**src/rtl/data_mem_responder_pkg.sv**
```systemverilog
// Shared types and default widths for the data-memory responder.
package data_mem_responder_pkg;

  localparam int DEF_ADDR_W   = 8;
  localparam int DEF_DATA_W   = 8;
  localparam int DEF_WAIT_CYC = 2;

  typedef enum logic [1:0] {
    ST_IDLE = 2'd0,
    ST_WAIT = 2'd1,
    ST_RESP = 2'd2
  } state_e;

  typedef enum logic {
    OP_RD = 1'b0,
    OP_WR = 1'b1
  } op_e;

endpackage

```
**src/rtl/data_mem_responder_dmem_array.sv**
```systemverilog
// dmem_array: single-port word storage with synchronous write and registered read.
// Contents start at zero and are never cleared by rst; only the read register resets.
module dmem_array
  import data_mem_responder_pkg::*;
#(
  parameter int ADDR_W = DEF_ADDR_W,
  parameter int WORD_W = DEF_DATA_W
) (
  input  logic              clock,
  input  logic              rst,
  input  logic              wrEn,
  input  logic              rdEn,
  input  logic [ADDR_W-1:0] addr,
  input  logic [WORD_W-1:0] wrWord,
  output logic [WORD_W-1:0] rdWord
);

  localparam int DEPTH = 1 << ADDR_W;

  logic [WORD_W-1:0] memR [DEPTH] = '{default: '0};
  logic [WORD_W-1:0] rdWordR;

  // Array write port
  always_ff @(posedge clock) begin
    if (wrEn) begin
      memR[addr] <= wrWord;
    end
  end

  // Read register, held between reads
  always_ff @(posedge clock) begin
    if (rst) begin
      rdWordR <= '0;
    end else if (rdEn) begin
      rdWordR <= memR[addr];
    end
  end

  assign rdWord = rdWordR;

endmodule

```
**src/rtl/data_mem_responder.sv**
```systemverilog
// Data-memory responder: wait-state FSM in front of dmem_array.
// Optional stored even parity is enabled by defining DMEM_PARITY_EN.
module data_mem_responder
  import data_mem_responder_pkg::*;
#(
  parameter int ADDR_W   = DEF_ADDR_W,
  parameter int DATA_W   = DEF_DATA_W,
  parameter int WAIT_CYC = DEF_WAIT_CYC
) (
  input  logic              clock,
  input  logic              rst,
  input  logic              memRead,
  input  logic              memWrite,
  input  logic [ADDR_W-1:0] addr,
  input  logic [DATA_W-1:0] wdata,
  input  logic              parInject,
  output logic [DATA_W-1:0] rdata,
  output logic              ready,
  output logic              busy,
  output logic              reqErr,
  output logic              parErr
);

`ifdef DMEM_PARITY_EN
  localparam int WORD_W = DATA_W + 1;
`else
  localparam int WORD_W = DATA_W;
`endif
  localparam logic       HAS_WAIT = (WAIT_CYC > 32'sd0);
  localparam logic [3:0] CNT_LOAD = HAS_WAIT ? 4'(WAIT_CYC - 32'sd1) : 4'd0;

  function automatic logic evenPar(input logic [DATA_W-1:0] d);
    return ^d;
  endfunction

  state_e            stateR, nextStateS;
  op_e               opR;
  logic [3:0]        cntR, nextCntS;
  logic [ADDR_W-1:0] addrR, arrAddrS;
  logic [WORD_W-1:0] wordR, newWordS, rdWordS;
  logic              readyR, busyR, reqErrR;
  logic              acceptS, conflictS, wrEnS, rdEnS;

  // Next-state, wait counter and array control
  always_comb begin
    nextStateS = stateR;
    nextCntS   = cntR;
    acceptS    = 1'b0;
    conflictS  = 1'b0;
    case (stateR)
      ST_IDLE: begin
        acceptS   = memRead ^ memWrite;
        conflictS = memRead & memWrite;
        if (acceptS && HAS_WAIT) begin
          nextStateS = ST_WAIT;
          nextCntS   = CNT_LOAD;
        end else if (acceptS) begin
          nextStateS = ST_RESP;
        end else begin
          nextStateS = ST_IDLE;
        end
      end
      ST_WAIT: begin
        if (cntR == 4'd0) begin
          nextStateS = ST_RESP;
        end else begin
          nextCntS = cntR - 4'd1;
        end
      end
      ST_RESP: nextStateS = ST_IDLE;
      default: nextStateS = ST_IDLE;
    endcase

    // A zero-wait read is issued straight from the request inputs
    arrAddrS = (stateR == ST_IDLE) ? addr : addrR;
    rdEnS    = ~rst && (nextStateS == ST_RESP) &&
               (((stateR == ST_IDLE) && memRead) || ((stateR == ST_WAIT) && (opR == OP_RD)));
    wrEnS    = ~rst && (stateR == ST_RESP) && (opR == OP_WR);
  end

`ifdef DMEM_PARITY_EN
  assign newWordS = {evenPar(wdata) ^ parInject, wdata};
  assign parErr   = readyR && (opR == OP_RD) && (^rdWordS);
`else
  logic unusedParInject;
  assign newWordS        = wdata;
  assign parErr          = 1'b0;
  assign unusedParInject = parInject ^ evenPar(wdata);
`endif

  // State, request latch and registered status outputs
  always_ff @(posedge clock) begin
    if (rst) begin
      stateR  <= ST_IDLE;
      cntR    <= 4'd0;
      opR     <= OP_RD;
      addrR   <= '0;
      wordR   <= '0;
      readyR  <= 1'b0;
      busyR   <= 1'b0;
      reqErrR <= 1'b0;
    end else begin
      stateR  <= nextStateS;
      cntR    <= nextCntS;
      readyR  <= (nextStateS == ST_RESP);
      busyR   <= (nextStateS != ST_IDLE);
      reqErrR <= conflictS;
      if (acceptS) begin
        opR   <= memWrite ? OP_WR : OP_RD;
        addrR <= addr;
        wordR <= newWordS;
      end
    end
  end

  dmem_array #(
    .ADDR_W(ADDR_W),
    .WORD_W(WORD_W)
  ) uArray (
    .clock (clock),
    .rst   (rst),
    .wrEn  (wrEnS),
    .rdEn  (rdEnS),
    .addr  (arrAddrS),
    .wrWord(wordR),
    .rdWord(rdWordS)
  );

  assign rdata  = rdWordS[DATA_W-1:0];
  assign ready  = readyR;
  assign busy   = busyR;
  assign reqErr = reqErrR;

endmodule

```
**config.mk**
```make
export PLATFORM = sky130hd
export DESIGN_NAME = data_mem_responder
export DESIGN_NICKNAME = d
export VERILOG_FILES = /design/src/rtl/data_mem_responder_pkg.sv /design/src/rtl/data_mem_responder_dmem_array.sv /design/src/rtl/data_mem_responder.sv
export SDC_FILE = /design/constraint.sdc
export NUM_CORES = 2
export LEC_CHECK = 0
export ABC_AREA = 1
export CAP_MARGIN = 20
export CORE_MARGIN = 3
export CORE_UTILIZATION = 25
export CTS_CLUSTER_DIAMETER = 200
export CTS_CLUSTER_SIZE = 14
export DETAILED_ROUTE_END_ITERATION = 6
export SYNTH_ARGS = -nofsm -noshare
export SYNTH_HDL_FRONTEND = slang
export SYNTH_HIERARCHICAL = 1
export SYNTH_SLANG_ARGS = --single-unit
```
**constraint.sdc**
```tcl
create_clock -name clock -period 5.6 [get_ports clock]
set_clock_uncertainty 0.1 [all_clocks]
set_input_delay 1.4 -clock clock [delete_from_list [all_inputs] [get_ports clock]]
set_output_delay 1.4 -clock clock [all_outputs]
set_load 0.005 [all_outputs]
```
==> flow_metrics.py <==
metrics = {
    "worst_hold_path": {
        "hold_class": "reg2reg",
    },
    "synth": {
        "synth.avg_cell_area_um2": 10.9,
        "yosysWarnings": 6,
        "ys_seq_elements": 2082,
        "synth_area_um2": 85200,
        "synth.distinct_cells": 27,
        "synth_nets": 7872,
        "postSynthCellCount": 7848,
        "ys_seq_area_share_pct": 73.0,
    },
    "critical_path": {
        "critPathTopFamily": "buffers and inverters",
        "critPathLaunchType": "primary input",
        "worst_ep_arrival_time_ns": 4.61,
        "required_ns": 6.02,
        "path_max_fanout": 12,
        "worst_path_max_delay_cell": "clkdlybuf4s50_1",
        "critPathKind": "in2reg",
        "worst_path_most_repeated_cell": "nor2_1",
        "worst-path-buf-inv": 6,
        "cp_slowest_stage_delay_ns": 0.50,
        "cp_cell_sequence": "clkdlybuf4s50_1 > nand2_1 > o21ai_0 > inv_1 > nor2_1 > inv_1 > nor2_1 > clkinv_1 > buf_4 > nor2_1 > buf_4",
        "cp-end-kind": "register",
    },
    "drt": {
        "wirelength_mm": 227,
        "dr.pass1.iters": 6,
        "num_vias": 55100,
        "post-route-drc-count": 0,
        "antenna_left": 0,
        "viasPerCell": 4.40,
        "drtIter0Drc": 5113,
        "routedWlPerCell_um": 18.2,
    },
    "timing": {
        "min_period_over_period_pct": 75.0,
        "min_period_ns": 4.20,
        "setup_violations": 0,
        "setup_tns_ns": 0,
        "slew_violations": 0,
        "hold_ws_ns": 0.362,
        "clock.fmax_ghz": 0.238,
        "slew_headroom_pct": 24.8,
        "worst_pin_slew_ns": 1.13,
        "fin_ws_ns": 1.40,
        "rsz0062_at_grt": "false",
        "finalHoldViolCount": 0,
    },
    "cts": {
        "cts_tree": "built",
        "post_cts.repair.setup_buffers": 0,
        "cts_root_buf": "clkbuf_16",
        "cts_resized": 0,
        "clkTransAtPathRegs_ns": 0.06,
        "htreeDepth": 4,
        "clock_sinks": 2082,
        "cts_buffers": 166,
        "postCtsHoldBufs": 0,
        "clock_latency_ns": 0.81,
        "clockBufferDepth": 3,
    },
    "cells_and_area": {
        "syn2layout_area_growth_pct": 14.0,
        "drive_gt1_share_pct": 7.01,
        "final_util_pct": 28.7,
        "final-seq-area_um2": 62200,
        "fin_area_um2": 97000,
        "stdcell_count": 12500,
        "fillers": 34800,
        "multiInputGateArea_um2": 20900,
        "nNetsFinal": 7979,
    },
    "placement": {
        "numPortBuffers": 30,
        "place_ws_ns": 0.609,
        "dp_hpwl_mm": 132,
        "dpl.cell_count": 12300,
        "gp_congestion": 0.842,
        "dpl_cell_area_um2": 92500,
    },
    "floorplan": {
        "rows": 213,
        "fp.dieH_um": 590,
        "core_area_um2": 338000,
        "start_util_pct": 25.2,
        "die_x_um": 590,
        "fp.dieArea_um2": 348000,
        "io_pins": 33,
    },
    "power": {
        "p_seq_share_pct": 51.7,
        "p_comb_share_pct": 17.2,
        "design_power_total_mw": 34.3,
        "power_density_nw_per_um2": 353,
        "power_switching_mw": 9.83,
        "max-vdd-ir-drop_v": 0.000359,
        "pwr-share-clk_pct": 31.1,
        "intPower_mw": 24.4,
        "p_leak_nw": 36.2,
        "p_sw_share_pct": 28.7,
    },
    "grt": {
        "grt-ovfl-total": 0,
        "grt_pass1_wl_mm": 339,
        "antenna_found_initial": 2,
        "grt_pass1_vias": 52200,
        "grt_max_degree": 192,
        "grt_use_total_pct": 12.8,
    },
    "job": {
        "maxCapViolations": 0,
    },
    "outcome": {
        "status": "finished clean",
    },
}
[cells in the mapped netlist, drive strengths merged]
cell type | n | area (um2)
nand2 | 3996 | 15000
edfxtp | 2048 | 61500
nor2 | 629 | 2370
nand3 | 354 | 1770
buf | 242 | 1220
clkbuf | 187 | 702
nand4 | 130 | 813
o21ai | 97 | 485
a21oi | 62 | 310
inv | 58 | 218
dfxtp | 34 | 681
clkinv | 3 | 12.5
ha | 3 | 37.5
and3 | 1 | 6.26
conb | 1 | 3.75
nor3 | 1 | 5.00
nor4 | 1 | 6.26
or2 | 1 | 6.26
[cell usage in the layout (no fill, tap or decap), types with 30 or more instances in the layout]
cell type and instances:
nand2_1 3979, edfxtp_1 2048, nor2_1 621, nand3_1 354, buf_4 289, clkbuf_16 168, nand4_1 130, a21oi_1 62
inv_1 55, buf_12 49, o21ai_0 48, o21ai_1 47, clkdlybuf4s50_1 30
[final timing paths]
kind                            startpoint                 end  slack (ns)  cells after the start
worst min-delay path              addrR[6]            addrR[6]        0.36                      2
worst max-delay path               addr[5]  uArray/memR[34][7]        1.40                     11
worst min register to register    addrR[6]            addrR[6]        0.36                      2
worst max register to register   stateR[0]  uArray/memR[34][7]        1.63                     10
[worst reg2reg max path, stage by stage (launching register included)]
cell and delay, ns:
dfxtp_1 0.41, nor2_4 0.14, o21ai_0 0.74, inv_1 0.14
nor2_1 0.40, inv_1 0.36, nor2_1 0.26, clkinv_1 0.48
buf_4 0.35, nor2_1 0.11, buf_4 0.19
[logic make-up after synthesis]
logic type	synth area share, %
AND/OR/NAND/NOR	23.5
flip-flops	73.0
buffers and inverters	2.53
AO/OA/AOI/OAI	0.934
adder cells (fa/ha/maj)	0.0441
other	0.00440
[layout make-up]
cell class / instances / share of cell area [%]
inverters: 61 / 0.255
repair buffers: 368 / 3.56
multi-input cells: 5276 / 21.6
clock inverters: 14 / 0.255
well taps: 4515 / 5.82
flip-flops and latches: 2082 / 64.1
diodes: 3 / 0.00774
clock buffers: 191 / 4.42
[power by group through the flow]
stage | clock network, mW | logic (mW) | registers (mW)
floorplan | 0 | 3.29 | 18.4
global placement | 0 | 5.86 | 18.1
detailed placement | 0 | 5.88 | 18.1
CTS | 10.9 | 5.90 | 17.7
global route | 11.5 | 6.47 | 17.7
finish | 10.7 | 5.88 | 17.7
[state kept, by name, indices dropped and copies added, names as in the netlist]
signal / count
ready: 1
busy: 1
stateR: 2
reqErr: 1
uArray/memR: 2048
addrR: 8
cntR: 4
uArray/rdWord: 8
opR: 1
wordR: 8
[routing by layer]
metal / wire [um] / GRT usage [%]
met5: 0 / 0
met4: 7130 / 4.23
met3: 15600 / 2.09
met2: 110000 / 21.4
met1: 94700 / 16.8
Note: power is estimated with default switching activity, not from simulation.
